### config.mk
export PLATFORM = sky130hd
export DESIGN_NAME = prbs_inj_scheduler
export DESIGN_NICKNAME = d
export VERILOG_FILES = /design/src/rtl/prbs_inj_scheduler.sv
export SDC_FILE = /design/constraint.sdc
export NUM_CORES = 1
export LEC_CHECK = 0
export ABC_AREA = 1
export CORE_AREA = 2 2 171 173
export DETAILED_ROUTE_END_ITERATION = 12
export DIE_AREA = 0 0 173 175
export DONT_BUFFER_PORTS = 1
export HOLD_SLACK_MARGIN = 0.02
export PLACE_DENSITY = 0.55
export SLEW_MARGIN = 15
export SYNTH_ARGS = -nofsm -noshare
export SYNTH_HDL_FRONTEND = slang
export SYNTH_SLANG_ARGS = --single-unit
### constraint.sdc
create_clock -name clk -period 14.39 [get_ports clk]
set_input_delay 2.878 -clock clk [delete_from_list [all_inputs] [get_ports clk]]
set_output_delay 2.878 -clock clk [all_outputs]
set_load 0.05 [all_outputs]
### src/rtl/prbs_inj_scheduler.sv
// ---------------------------------------------------------------------------
// prbs_inj_scheduler : reseeds PRBS31 lanes, warms up, then round-robin
//                      injects single-cycle error strobes at a set interval.
// Revision 1.0
// ---------------------------------------------------------------------------
`default_nettype none

module prbs_inj_scheduler #(
  parameter int          NUM_LANES = 7,
  parameter int          LANE_W    = 3,
  parameter logic [15:0] SAT_COUNT = 16'hFFFF
) (
  input  logic                 clk,
  input  logic                 reset,
  input  logic                 start,
  input  logic                 stop,
  input  logic [29:0]          interval,
  input  logic [15:0]          num_inj,
  input  logic [NUM_LANES-1:0] lane_mask,
  input  logic [15:0]          warmup,
  output logic [NUM_LANES-1:0] prbs_rst,
  output logic [NUM_LANES-1:0] inj_strobe,
  output logic [LANE_W-1:0]    cur_lane,
  output logic [15:0]          inj_count,
  output logic                 busy,
  output logic                 done,
  output logic                 cfg_err
);

  typedef enum logic [2:0] {
    S_IDLE   = 3'd0,
    S_SEED   = 3'd1,
    S_WARMUP = 3'd2,
    S_RUN    = 3'd3,
    S_DONE   = 3'd4
  } state_t;

  state_t               state, state_n;
  logic [29:0]          interval_q, interval_n;
  logic [15:0]          num_inj_q, num_inj_n;
  logic [NUM_LANES-1:0] mask_q, mask_n;
  logic [15:0]          warmup_q, warmup_n;
  logic [29:0]          cnt, cnt_n, cnt_adv;
  logic [1:0]           seed_cnt, seed_cnt_n;
  logic [15:0]          warm_cnt, warm_cnt_n;
  logic [LANE_W-1:0]    cur_lane_n;
  logic [15:0]          inj_count_n, count_inc;
  logic [NUM_LANES-1:0] prbs_rst_n, strobe_n;
  logic                 busy_n, done_n, cfg_err_n;
  logic                 fire, finish;

  function automatic logic [LANE_W-1:0] lowest_lane(input logic [NUM_LANES-1:0] m);
    logic [LANE_W-1:0] r;
    r = '0;
    for (int i = NUM_LANES - 1; i >= 0; i--)
      if (m[i]) r = LANE_W'(i);
    return r;
  endfunction

  // Next set mask bit strictly above cur, wrapping to the lowest set bit.
  function automatic logic [LANE_W-1:0] next_lane(input logic [NUM_LANES-1:0] m,
                                                  input logic [LANE_W-1:0]    cur);
    logic [LANE_W-1:0] r;
    logic              found;
    r     = lowest_lane(m);
    found = 1'b0;
    for (int i = 0; i < NUM_LANES; i++)
      if (!found && m[i] && (i > int'(cur))) begin
        r     = LANE_W'(i);
        found = 1'b1;
      end
    return r;
  endfunction

  // cnt holds the interval position of the current cycle; a strobe is on the
  // wire in the cycle where cnt equals the interval, so strobes are registered
  // one edge early from the advanced count.
  assign fire      = (state == S_RUN) && (cnt == interval_q);
  assign cnt_adv   = fire ? 30'd1 : cnt + 30'd1;
  assign count_inc = (inj_count == SAT_COUNT) ? inj_count : inj_count + 16'd1;
  assign finish    = fire && (num_inj_q != 16'd0) && (count_inc == num_inj_q);

  always_comb begin
    state_n     = state;
    interval_n  = interval_q;
    num_inj_n   = num_inj_q;
    mask_n      = mask_q;
    warmup_n    = warmup_q;
    cnt_n       = cnt;
    seed_cnt_n  = seed_cnt;
    warm_cnt_n  = warm_cnt;
    cur_lane_n  = cur_lane;
    inj_count_n = inj_count;
    prbs_rst_n  = '0;
    strobe_n    = '0;
    busy_n      = 1'b0;
    done_n      = 1'b0;
    cfg_err_n   = 1'b0;
    case (state)
      S_IDLE: begin
        if (start) begin
          if ((interval < 30'd2) || (lane_mask == '0)) begin
            cfg_err_n = 1'b1;
          end else begin
            interval_n  = interval;
            num_inj_n   = num_inj;
            mask_n      = lane_mask;
            warmup_n    = warmup;
            inj_count_n = 16'd0;
            cur_lane_n  = lowest_lane(lane_mask);
            seed_cnt_n  = 2'd0;
            prbs_rst_n  = lane_mask;
            busy_n      = 1'b1;
            state_n     = S_SEED;
          end
        end
      end
      S_SEED: begin
        if (stop) begin
          state_n = S_DONE;
          done_n  = 1'b1;
        end else if (seed_cnt == 2'd3) begin
          busy_n = 1'b1;
          if (warmup_q == 16'd0) begin
            state_n = S_RUN;
            cnt_n   = 30'd1;
          end else begin
            state_n    = S_WARMUP;
            warm_cnt_n = 16'd1;
          end
        end else begin
          busy_n     = 1'b1;
          seed_cnt_n = seed_cnt + 2'd1;
          prbs_rst_n = mask_q;
        end
      end
      S_WARMUP: begin
        if (stop) begin
          state_n = S_DONE;
          done_n  = 1'b1;
        end else begin
          busy_n = 1'b1;
          if (warm_cnt == warmup_q) begin
            state_n = S_RUN;
            cnt_n   = 30'd1;
          end else begin
            warm_cnt_n = warm_cnt + 16'd1;
          end
        end
      end
      S_RUN: begin
        if (fire) begin
          inj_count_n = count_inc;
          cur_lane_n  = next_lane(mask_q, cur_lane);
        end
        if (stop || finish) begin
          state_n = S_DONE;
          done_n  = 1'b1;
        end else begin
          busy_n = 1'b1;
          cnt_n  = cnt_adv;
          if (cnt_adv == interval_q)
            strobe_n = NUM_LANES'(1) << cur_lane_n;
        end
      end
      S_DONE: begin
        state_n = S_IDLE;
      end
      default: begin
        state_n = S_IDLE;
      end
    endcase
  end

  always_ff @(posedge clk or posedge reset) begin
    if (reset) begin
      state      <= S_IDLE;
      interval_q <= '0;
      num_inj_q  <= '0;
      mask_q     <= '0;
      warmup_q   <= '0;
      cnt        <= '0;
      seed_cnt   <= '0;
      warm_cnt   <= '0;
      cur_lane   <= '0;
      inj_count  <= '0;
      prbs_rst   <= '0;
      inj_strobe <= '0;
      busy       <= 1'b0;
      done       <= 1'b0;
      cfg_err    <= 1'b0;
    end else begin
      state      <= state_n;
      interval_q <= interval_n;
      num_inj_q  <= num_inj_n;
      mask_q     <= mask_n;
      warmup_q   <= warmup_n;
      cnt        <= cnt_n;
      seed_cnt   <= seed_cnt_n;
      warm_cnt   <= warm_cnt_n;
      cur_lane   <= cur_lane_n;
      inj_count  <= inj_count_n;
      prbs_rst   <= prbs_rst_n;
      inj_strobe <= strobe_n;
      busy       <= busy_n;
      done       <= done_n;
      cfg_err    <= cfg_err_n;
    end
  end

endmodule

`default_nettype wire

# ---- Word level (Yosys, flattened, before mapping)
# Cells that the tools add are included.
dict set report op_classes {
  add_sub_neg 4
  order_cmp 7
  n_eq_ne 24
  shifts 1
  n_mux 92
  bitwise 1
  reduce_logical 37
}
# cell count
set op_table {}
lappend op_table {{30-bit two-way mux} 7}
lappend op_table {{16-bit two-way mux} 9}
lappend op_table {{3-bit two-way mux} 31}
lappend op_table {{30-bit one-hot mux with 3 select lines} 1}
lappend op_table {{16-bit one-hot mux with 2 select lines} 2}
lappend op_table {{30-bit == test} 2}
lappend op_table {{7-bit two-way mux} 7}
lappend op_table {{16-bit by 1-bit adder with 16-bit output (second input constant)} 2}
lappend op_table {{16-bit == test} 2}
lappend op_table {{30-bit by 1-bit adder with 30-bit output (second input constant)} 1}
lappend op_table {{30-bit by 2-bit less-than comparator with 1-bit output (second input constant)} 1}
lappend op_table {{1-bit two-way mux} 25}
lappend op_table {{2-bit inequality test (second input constant)} 12}
lappend op_table {{16-bit == test (second input constant)} 1}
lappend op_table {{16-bit zero test} 1}
lappend op_table {{16-bit nonzero test} 1}
lappend op_table {{1-bit logical AND} 14}
lappend op_table {{7-bit one-hot mux with 2 select lines} 1}
lappend op_table {{3-bit one-hot mux with 4 select lines} 1}
lappend op_table {{5-bit AND reduction} 2}
lappend op_table {{3-bit greater-than comparator (first input constant)} 3}
lappend op_table {{2-bit two-way mux} 4}
lappend op_table {{7-bit zero test} 1}
lappend op_table {{7-bit AND reduction} 1}
lappend op_table {{23 further kinds} 34}
dict set report totals {
  reg_bits 156
  in_bits 73
  output_inout_bits 36
}

# ---- Depth between registers and ports, before layout
# Gate-level depths: netlist of run 1.
dict set report logic_depth {
  depth_word 39
  mapped_depth 20
  mapped_depth_nobuf 20
}

# ---- Worst setup path before layout of run 1
# OpenSTA, ideal clock, no wires.
dict set report synth_timing {
  kind {input-to-reg}
  from {input port interval[23]}
  to {register busy}
  t_arrival_ns 4.261
  required_ns 14.252
  setup_slack_ns 9.991
  path_stages 8
  n_path_buf 2
  path_cell_list {inv_1 > nand4_1 > nor4_1 > a41oi_1 > nand3_1 > clkbuf_1 > buf_1 > nand3_1}
}
dict set report synth_via {
  elab_chain_cells 5
}
# element line
set synth_rtl {}
lappend synth_rtl {{from (decl)} 17} ;# input logic [29:0] interval,
lappend synth_rtl {{30-bit by 2-bit less-than comparator with 1-bit output} 102} ;# if ((interval < 30'd2) || (lane_mask == '0)) begin
lappend synth_rtl {{1-bit logical OR} 102}
lappend synth_rtl {{1-bit two-way mux} 102}
lappend synth_rtl {{1-bit two-way mux} 101} ;# if (start) begin
lappend synth_rtl {{1-bit one-hot mux with 3 select lines} 99} ;# case (state)
lappend synth_rtl {{via busy_n} 49} ;# logic busy_n, done_n, cfg_err_n;
lappend synth_rtl {{to (signal assigned)} 205} ;# busy <= busy_n;
lappend synth_rtl {{to (decl)} 25} ;# output logic busy,
# The timed path passes the listed nets, and every way through them passes these cells.
# A chain may end at the register's enable or synchronous reset.

# ---- Worst setup path after layout of run 1
dict set report layout_timing {
  from {input port interval[21]}
  to {register inj_count[6]}
}
dict set report layout_via {
  elab_chain_cells 4
}
# element line
set layout_rtl {}
lappend layout_rtl {{30-bit by 2-bit less-than comparator with 1-bit output} 102}
lappend layout_rtl {{1-bit logical OR} 102}
lappend layout_rtl {{2-bit inequality test (no line)} n/a}
lappend layout_rtl {{4-bit AND reduction (no line)} n/a}
lappend layout_rtl {{to (signal assigned)} 202} ;# inj_count <= inj_count_n;
lappend layout_rtl {{to (decl)} 24} ;# output logic [15:0] inj_count,
# Every way passes these cells.

==> run summary, run 1 <==
Antenna Cells: 0
CTS resizes: 0
Ys Warns: 0
# IOs: 109
# DRC: 0
status: complete, no violations
Final setup viols: 0
largest net degree at the start of global routing: 88
core area: 28,390 µm²
CTS max path bufs: 2
ratio of cells with drive above 1 in the final layout: 6.501%
Slew @ Worst Pin: 1.031 ns
Post-Syn Area: 9801 µm²
number of synthesized flops with an enable pin: 0
Initial Util: 34.52%
final hold vios: 0
1st-pass router iterations: 5
critical path endpoint category: flop
DR iter-0 viols: 659
FF-to-FF Start: inj_count[0]
first-pass GRT wire length: 46.40 mm
Tot GR Track Use: 19.39%
worst hold margin: 0.4935 ns
initial antenna violation count: 0
Post-CTS Setup Repair Bufs: 0
total gr overflow: 0
fill count: 3,079
CTS Hold Bufs: 0
Main synth FF type: dfrtp_1
maxcap violations: 0
utilization after layout: 37.62%
DP Wirelength: 21.16 mm
flops & latches, synth: 156
Final Instance Area: 10,680 µm²
met1 GRT Util: 24.84%
clk slew on worst S/H paths: 0.07 ns
met2 Use GR: 32.28%
RSZ-0062 raised after global routing: no
critical path class: in2reg
Final ANT Viol Nets: 0
IO Port Bufs: 0
CTS Buf Count: 17
area grow syn2layout: 8.974%
Mapped Nets: 1,448
clk_skew: 0.01522 ns
placed inst area: 10,130 µm²
Vias/cell: 4.958
clock root buffer: clkbuf_16
Slew Limit Headroom: 31.13%
H-tree Lvls: 4
Die ar.: 30,280 µm²
Worst-Skew Late Latency: 0.44 ns
crit share post-route: 35.46%
busiest grt layer: met2
Final GP Congestion: 0.9313
library cells used by synthesis: 50
ys async rst share: 100.0%
Setup crit start kind: input pin
WP data arrival: 5.45 ns
launch point of the worst path: interval[21]
worst-path fanout max: 86
routed wire length per instance: 16.33 µm
TritonCTS clock tree: built
number of global-route vias before repair: 8,559
HP Class: reg2reg
Pins Over Slew Limit: 0
Final nets: 1,433
worst path required time: 14.73 ns
cell row count: 62
final wirelength: 28.63 mm
Post-Synthesis Cells: 1,371
met3 Use GR: 4.765%
most frequent cells in the layout: 437 x nand2_1, 171 x inv_1, 156 x dfrtp_1
min Tclk post-route: 5.102 ns
Die Span Y: 175 µm
Die Span X: 173 µm
PD cells: 196.9 nW/µm²
most common cell after layout, fill and taps aside: nand2_1
sequential share of the synthesized area: 39.83%
hold_sp: seed_cnt[0]
Vias: 8,692
Reg area: 3904 µm²
fmax: 196.0 MHz
leakage: 0.005102 µW
Multi-input gate area: 5040 µm²
total clock sinks: 156
Setup TNS Final: 0 ns
Avg Cell Area, Syn: 7.149 µm²
peak supply drop: 0.1199 mV
## cells by family after synthesis
logic type | Yosys count | share of synthesized area (%)
buffers and inverters | 217 | 8.873
flip-flops | 156 | 39.83
multiplexers | 1 | 0.1021
AND/OR/NAND/NOR | 758 | 33.59
adder cells (fa/ha/maj) | 4 | 0.5107
XOR/XNOR | 83 | 7.417
AO/OA/AOI/OAI | 152 | 9.677
## worst paths after layout
path	to	slack [ns]	depth (start not counted)
max	inj_count[6]	9.29	8
min	seed_cnt[0]	0.49	1
max reg2reg	inj_strobe[0]	10.72	19
min reg2reg	seed_cnt[0]	0.49	1
max in group asynchronous	inj_strobe[4]	10.53	2
min in group asynchronous	num_inj_q[1]	2.44	1
## final cells by class
class                      instances  area share (%)
multi-input combinational        998           47.19
sequential                       156           36.55
inverter                         180           6.396
tap                              384           4.499
clock buffer                      21           4.217
clock inverter                    11          0.9372
timing repair buffer               3          0.2109
## critical path, stage by stage
cell	delay [ns]
inv_1	0.08
nand4_1	0.17
nor4_1	0.48
a41oi_1	0.33
nand3_4	0.14
buf_4	0.67
nand2_1	0.41
o21ai_0	0.26
## cells in the mapped netlist (17+ instances only)
library cell	n	area [µm²]
nor4_1	18	112.6
o21ai_0	88	440.4
xnor2_1	23	201.4
xor2_1	60	525.5
nand3_1	73	365.4
nor3_1	26	130.1
clkbuf_1	17	63.81
nor2_1	125	469.2
inv_1	173	649.4
o22ai_2	17	212.7
nand4_1	32	200.2
dfrtp_1	156	3904
nand2_1	437	1640
## state kept, by name (all words and copies together), names as in the netlist
name	cells
busy	1
warmup_q	16
cfg_err	1
mask_q	7
cur_lane	3
inj_count	16
state	3
inj_strobe	7
num_inj_q	16
interval_q	30
warm_cnt	16
cnt	30
seed_cnt	2
done	1
prbs_rst	7
## per-stage QoR
step	total power, µW	setup slack [ns]	cells
final	2103	9.288	1753
after global routing	2279	8.941	1753
after CTS	2113	9.194	1753
after detailed placement	1668	8.747	1721
after global placement	1658	8.876	1721
after floorplan	1435	7.305	1371
## per-layer routing
layer  part of all wire, %  up-vias
li1                      -     4353
met1                    45     4083
met2                    47      222
met3                   6.2       34
met4                   1.9        0
met5                     0        -
## power by group
part / internal, µW / leakage, µW / switching, µW
sequential: 582 / 0.00205 / 227
clock: 231 / 0.000267 / 205
combinational: 307 / 0.00279 / 550
(Power assumes the default switching activity.)
==> run 2, diff against run 1 <==
--- a/config.mk
+++ b/config.mk
@@ -11,7 +11,7 @@
 export DIE_AREA = 0 0 173 175
 export DONT_BUFFER_PORTS = 1
 export HOLD_SLACK_MARGIN = 0.02
-export PLACE_DENSITY = 0.55
+export PLACE_DENSITY = 0.57
 export SLEW_MARGIN = 15
 export SYNTH_ARGS = -nofsm -noshare
 export SYNTH_HDL_FRONTEND = slang
==> constraint.sdc (replaced) <==
create_clock -name clk -period 4.2 [get_ports clk]
set_input_delay 0.84 -clock clk [delete_from_list [all_inputs] [get_ports clk]]
set_output_delay 0.84 -clock clk [all_outputs]
set_load 0.05 [all_outputs]
==> run summary, run 2 (synthesized netlist as in run 1, its figures left out) <==
TritonCTS clock tree: built (unchanged)
status: complete, no violations (unchanged)
cell row count: 62 (unchanged)
final hold vios: 0 (unchanged)
Die ar.: 30,280 µm² (unchanged)
CTS resizes: 0 (unchanged)
Worst-Skew Late Latency: 0.43 ns (was 0.44 ns)
CTS Hold Bufs: 0 (unchanged)
worst-path fanout max: 26 (was 86)
Post-CTS Setup Repair Bufs: 0 (unchanged)
Slew @ Worst Pin: 0.9465 ns (was 1.031 ns)
Die Span X: 173 µm (unchanged)
fmax: 299.4 MHz
DP Wirelength: 21.82 mm (was 21.16 mm)
critical path class: reg2reg (was in2reg)
# DRC: 0 (unchanged)
most frequent cells in the layout: 437 x nand2_1, 171 x inv_1, 156 x dfrtp_1 (unchanged)
CTS Buf Count: 17 (unchanged)
worst path required time: 4.50 ns (was 14.73 ns)
Setup TNS Final: 0 ns (unchanged)
Place WS: 0.8779 ns (was 8.747 ns)
crit share post-route: 79.54%
IO Port Bufs: 0 (unchanged)
1st-pass router iterations: 8 (was 5)
Final setup viols: 0 (unchanged)
Antenna Cells: 0 (unchanged)
clk_skew: 0.01510 ns (was 0.01522 ns)
Final ANT Viol Nets: 0 (unchanged)
DR iter-0 viols: 742 (was 659)
Multi-input gate area: 5040 µm² (unchanged)
clock root buffer: clkbuf_16 (unchanged)
RSZ-0062 raised after global routing: no (unchanged)
clk slew on worst S/H paths: 0.07 ns (about the same)
Regs by FF count: cnt: 30 flops, interval_q: 30 flops (unchanged)
initial antenna violation count: 0 (unchanged)
leakage: 0.005161 µW (was 0.005102 µW)
most common cell after layout, fill and taps aside: nand2_1 (unchanged)
Setup crit start kind: flop (was input pin)
total gr overflow: 0 (unchanged)
H-tree Lvls: 4 (unchanged)
maxcap violations: 0 (unchanged)
HP Class: in2async (was reg2reg)
core area: 28,390 µm² (unchanged)
largest net degree at the start of global routing: 69 (was 88)
Pins Over Slew Limit: 0 (unchanged)
WP data arrival: 3.64 ns (was 5.45 ns)
min Tclk post-route: 3.340 ns
Final nets: 1,443 (was 1,433)
Die Span Y: 175 µm (unchanged)
final worst slack: 0.8595 ns (was 9.288 ns)
first-pass GRT wire length: 46.42 mm (was 46.40 mm)
Vias/cell: 4.974 (was 4.958)
Tot GR Track Use: 19.42% (was 19.39%)
number of global-route vias before repair: 8,526 (was 8,559)
Slew Limit Headroom: 36.81% (was 31.13%)
PD cells: 670.5 nW/µm² (was 196.9 nW/µm²)
Initial Util: 34.52% (unchanged)
CTS max path bufs: 2 (unchanged)
final wirelength: 28.78 mm (was 28.63 mm)
critical path endpoint category: flop (unchanged)
area grow syn2layout: 9.996% (was 8.974%)
Final GP Congestion: 0.9314 (was 0.9313)
routed wire length per instance: 16.33 µm (about the same)
peak supply drop: 0.3052 mV (was 0.1199 mV)
Vias: 8,769 (was 8,692)
Reg area: 3904 µm² (unchanged)
# IOs: 109 (unchanged)
ratio of cells with drive above 1 in the final layout: 7.179% (was 6.501%)
fill count: 3,061 (was 3,079)
total clock sinks: 156 (unchanged)
## run 2: metrics by stage
step	power, µW	hold WS, ns	std cells	instance area, µm²	util (%)
finish	7228	0.3251	1763	10780	37.97
global route	7816	0.3601	1763	10780	37.97
CTS	7245	0.3342	1763	10780	37.97
detailed placement	5715	0.4770	1731	10230	36.03
global placement	5689	0.4720	1731	10230	36.03
floorplan	4916	0.4573	1371	9804	-
## run 2: layer usage
| metal | wire length, µm | track usage, % |
|---|---|---|
| met1 | 13060 | 25.42 |
| met2 | 13560 | 32.47 |
| met3 | 1631 | 4.069 |
| met4 | 533 | 5.579 |
| met5 | 0 | 0 |
## run 2: path summary, 6_finish.rpt
path | startpoint | endpoint | slack, ns | cells past startpoint
setup / recovery | inj_count[1] | cnt[5] | 0.86 | 17
hold / removal | reset | num_inj_q[8] | 0.33 | 1
setup reg to reg | inj_count[1] | cnt[5] | 0.86 | 17
hold reg to reg | seed_cnt[0] | seed_cnt[0] | 0.48 | 1
max in group asynchronous | reset | interval_q[21] | 3.00 | 2
min in group clk | seed_cnt[0] | seed_cnt[0] | 0.48 | 1
## run 2: critical path: stages, from the launching register on
cell	delay (ns)
dfrtp_1	0.69
ha_1	0.30
inv_1	0.09
nor2_2	0.14
nand2_2	0.10
nor2_4	0.14
inv_2	0.15
nand2_1	0.13
inv_1	0.05
nand2_1	0.05
nand2_1	0.04
nor2_1	0.10
nand2_1	0.06
nor2_1	0.16
nand3_1	0.19
nand3_1	0.22
buf_4	0.43
o22ai_1	0.16
## run 2: area by class of cell
class | instances | area share (%)
clock buffers | 20 | 4.051
inverters | 180 | 6.325
flip-flops and latches | 156 | 36.21
well taps | 384 | 4.457
clock inverters | 12 | 1.068
multi-input cells | 998 | 46.75
repair buffers | 13 | 1.137
## run 2: report_power, final
| part | internal (µW) | leakage [µW] | switching (µW) |
|---|---|---|---|
| registers | 2000 | 0.00205 | 776 |
| clock network | 823 | 0.000267 | 677 |
| logic | 1070 | 0.00285 | 1890 |
| total | 3880 | 0.00516 | 3340 |
==> run 3, diff against run 2 <==
--- a/config.mk
+++ b/config.mk
@@ -11,7 +11,7 @@
 export DIE_AREA = 0 0 173 175
 export DONT_BUFFER_PORTS = 1
 export HOLD_SLACK_MARGIN = 0.02
-export PLACE_DENSITY = 0.57
+export PLACE_DENSITY = 0.55
 export SLEW_MARGIN = 15
 export SYNTH_ARGS = -nofsm -noshare
 export SYNTH_HDL_FRONTEND = slang
==> constraint.sdc (replaced) <==
create_clock -name clk -period 3.25 [get_ports clk]
set_input_delay 0.65 -clock clk [delete_from_list [all_inputs] [get_ports clk]]
set_output_delay 0.65 -clock clk [all_outputs]
set_load 0.05 [all_outputs]
==> run summary, run 3 (synthesized netlist as in run 1, its figures left out) <==
final hold vios: 0 (unchanged)
critical path endpoint category: flop (unchanged)
CP max-delay cell: dfrtp_1 (unchanged)
number of global-route vias before repair: 8,557 (was 8,526)
area grow syn2layout: 12.03% (was 9.996%)
crit share post-route: 90.62% (was 79.54%)
cell row count: 62 (unchanged)
first-pass GRT wire length: 47.60 mm (was 46.42 mm)
Setup TNS Final: 0 ns (unchanged)
largest net degree at the start of global routing: 64 (was 69)
Die ar.: 30,280 µm² (unchanged)
most frequent cells in the layout: 437 x nand2_1, 171 x inv_1, 155 x dfrtp_1 (was 437 x nand2_1, 171 x inv_1, 156 x dfrtp_1)
final wirelength: 29.16 mm (was 28.78 mm)
total clock sinks: 156 (unchanged)
placed inst area: 10,410 µm² (was 10,230 µm²)
CP bufs+invs: 2 (was 4)
# DRC: 0 (unchanged)
Die Span X: 173 µm (unchanged)
CP Depth: 14 (was 17)
1st-pass router iterations: 5 (was 8)
DP Wirelength: 22.25 mm (was 21.82 mm)
FF-to-FF path depth: 14 (was 17)
clk_skew: 0.01508 ns (was 0.01510 ns)
Antenna Cells: 0 (unchanged)
maxcap violations: 0 (unchanged)
worst hold margin: 0.2501 ns (was 0.3251 ns)
Final GP Congestion: 0.8811 (was 0.9314)
fmax: 339.5 MHz (was 299.4 MHz)
ratio of cells with drive above 1 in the final layout: 8.798% (was 7.179%)
HP Class: in2async (unchanged)
Final Instance Area: 10,980 µm² (was 10,780 µm²)
DR iter-0 viols: 606 (was 742)
Final nets: 1,462 (was 1,443)
crit-path cells: xnor2_1 > inv_1 > nor2_1 > nand4_1 > nor2_1 > nand3_2 > a31oi_1 > nand3_1 > nand2_1 > nand2_2 > nand2_4 > inv_6 > o21ai_0 > o21ai_0 (was ha_1 > inv_1 > nor2_2 > nand2_2 > nor2_4 > inv_2 > nand2_1 > inv_1 > nand2_1 > nand2_1 > nor2_1 > nand2_1 > nor2_1 > nand3_1 > nand3_1 > buf_4 > o22ai_1)
TritonCTS clock tree: built (unchanged)
CTS Buf Count: 17 (unchanged)
leakage: 0.005266 µW (was 0.005161 µW)
CTS Hold Bufs: 0 (unchanged)
Slew Limit Headroom: 42.69% (was 36.81%)
worst path required time: 3.55 ns (was 4.50 ns)
Vias: 8,804 (was 8,769)
Place WS: 0.1846 ns (was 0.8779 ns)
Tot Pwr: 9420 µW (was 7228 µW)
Vias/cell: 4.941 (was 4.974)
# IOs: 109 (unchanged)
H-tree Lvls: 4 (unchanged)
fill count: 3,016 (was 3,061)
clk slew on worst S/H paths: 0.07 ns (about the same)
Pins Over Slew Limit: 0 (unchanged)
Slew @ Worst Pin: 0.8579 ns (was 0.9465 ns)
Largest stage delay, worst path: 0.45 ns (was 0.69 ns)
routed wire length per instance: 16.36 µm (was 16.33 µm)
peak supply drop: 0.3639 mV (was 0.3052 mV)
WP data arrival: 3.24 ns (was 3.64 ns)
final worst slack: 0.3048 ns (was 0.8595 ns)
Worst-Skew Late Latency: 0.44 ns (was 0.43 ns)
Initial Util: 34.52% (unchanged)
most common cell after layout, fill and taps aside: nand2_1 (unchanged)
Multi-input gate area: 5052 µm² (was 5040 µm²)
initial antenna violation count: 0 (unchanged)
Final setup viols: 0 (unchanged)
critical path's top delay family: simple AND/OR/NAND/NOR gates (unchanged)
PD cells: 858.0 nW/µm² (was 670.5 nW/µm²)
Regs by FF count: cnt: 30 flops, interval_q: 30 flops (unchanged)
worst-path fanout max: 26 (unchanged)
min Tclk post-route: 2.945 ns (was 3.340 ns)
clock root buffer: clkbuf_16 (unchanged)
IO Port Bufs: 0 (unchanged)
core area: 28,390 µm² (unchanged)
status: complete, no violations (unchanged)
CTS max path bufs: 2 (unchanged)
RSZ-0062 raised after global routing: no (unchanged)
Reg area: 3905 µm² (was 3904 µm²)
Final ANT Viol Nets: 0 (unchanged)
Setup crit start kind: flop (unchanged)
total gr overflow: 0 (unchanged)
Tot GR Track Use: 19.88% (was 19.42%)
Die Span Y: 175 µm (unchanged)
critical path class: reg2reg (unchanged)
## run 3: changes by cell type in the layout (fill, tap and decap cells not counted), sizes merged
| cell | delta |
|---|---|
| clkbuf | -2 |
| inv | -2 |
| clkinvlp | +3 |
| clkinv | +1 |
| buf | +19 |
## run 3: area by class of cell
class,instances,share of cell area [%]
Tap cell,384,4.376
Clock buffer,18,3.909
Clock inverter,14,1.117
Multi-Input combinational cell,998,46.02
Sequential cell,156,35.57
Timing Repair Buffer,32,2.758
Inverter,180,6.256
## run 3: timing repair
item | CTS | global route
endpoints found under the setup margin | 0 | 32
resized for setup | 0 | 6
setup buffers | 0 | 0
## run 3: report_power, final
part | leakage (µW) | switching, µW | total [µW] | internal (µW)
clock network | 0.000258 | 872 | 1920 | 1050
registers | 0.00205 | 949 | 3530 | 2580
logic | 0.00296 | 2540 | 3970 | 1430
total | 0.00527 | 4360 | 9420 | 5060
## run 3: per-layer routing
layer,vias up,track usage [%],share of wire (%)
li1,4424,-,-
met1,4126,26.48,46
met2,222,32.82,47
met3,32,4.460,4.9
met4,0,4.908,1.6
met5,-,0,0
## run 3: per-stage QoR
step,util [%],cells
global route,38.67,1782
CTS,38.60,1782
floorplan,-,1371
detailed placement,36.66,1750
finish,38.67,1782
global placement,36.66,1750
## run 3: final timing paths
| kind | from | endpoint | slack, ns |
|---|---|---|---|
| worst max-delay path | cnt[13] | cnt[0] | 0.30 |
| worst min-delay path | reset | interval_q[5] | 0.25 |
| worst max register to register | cnt[13] | cnt[0] | 0.30 |
| worst min register to register | seed_cnt[0] | seed_cnt[0] | 0.48 |
| max in group asynchronous | reset | inj_count[0] | 2.19 |
| min in group clk | warmup[6] | warmup_q[6] | 0.32 |
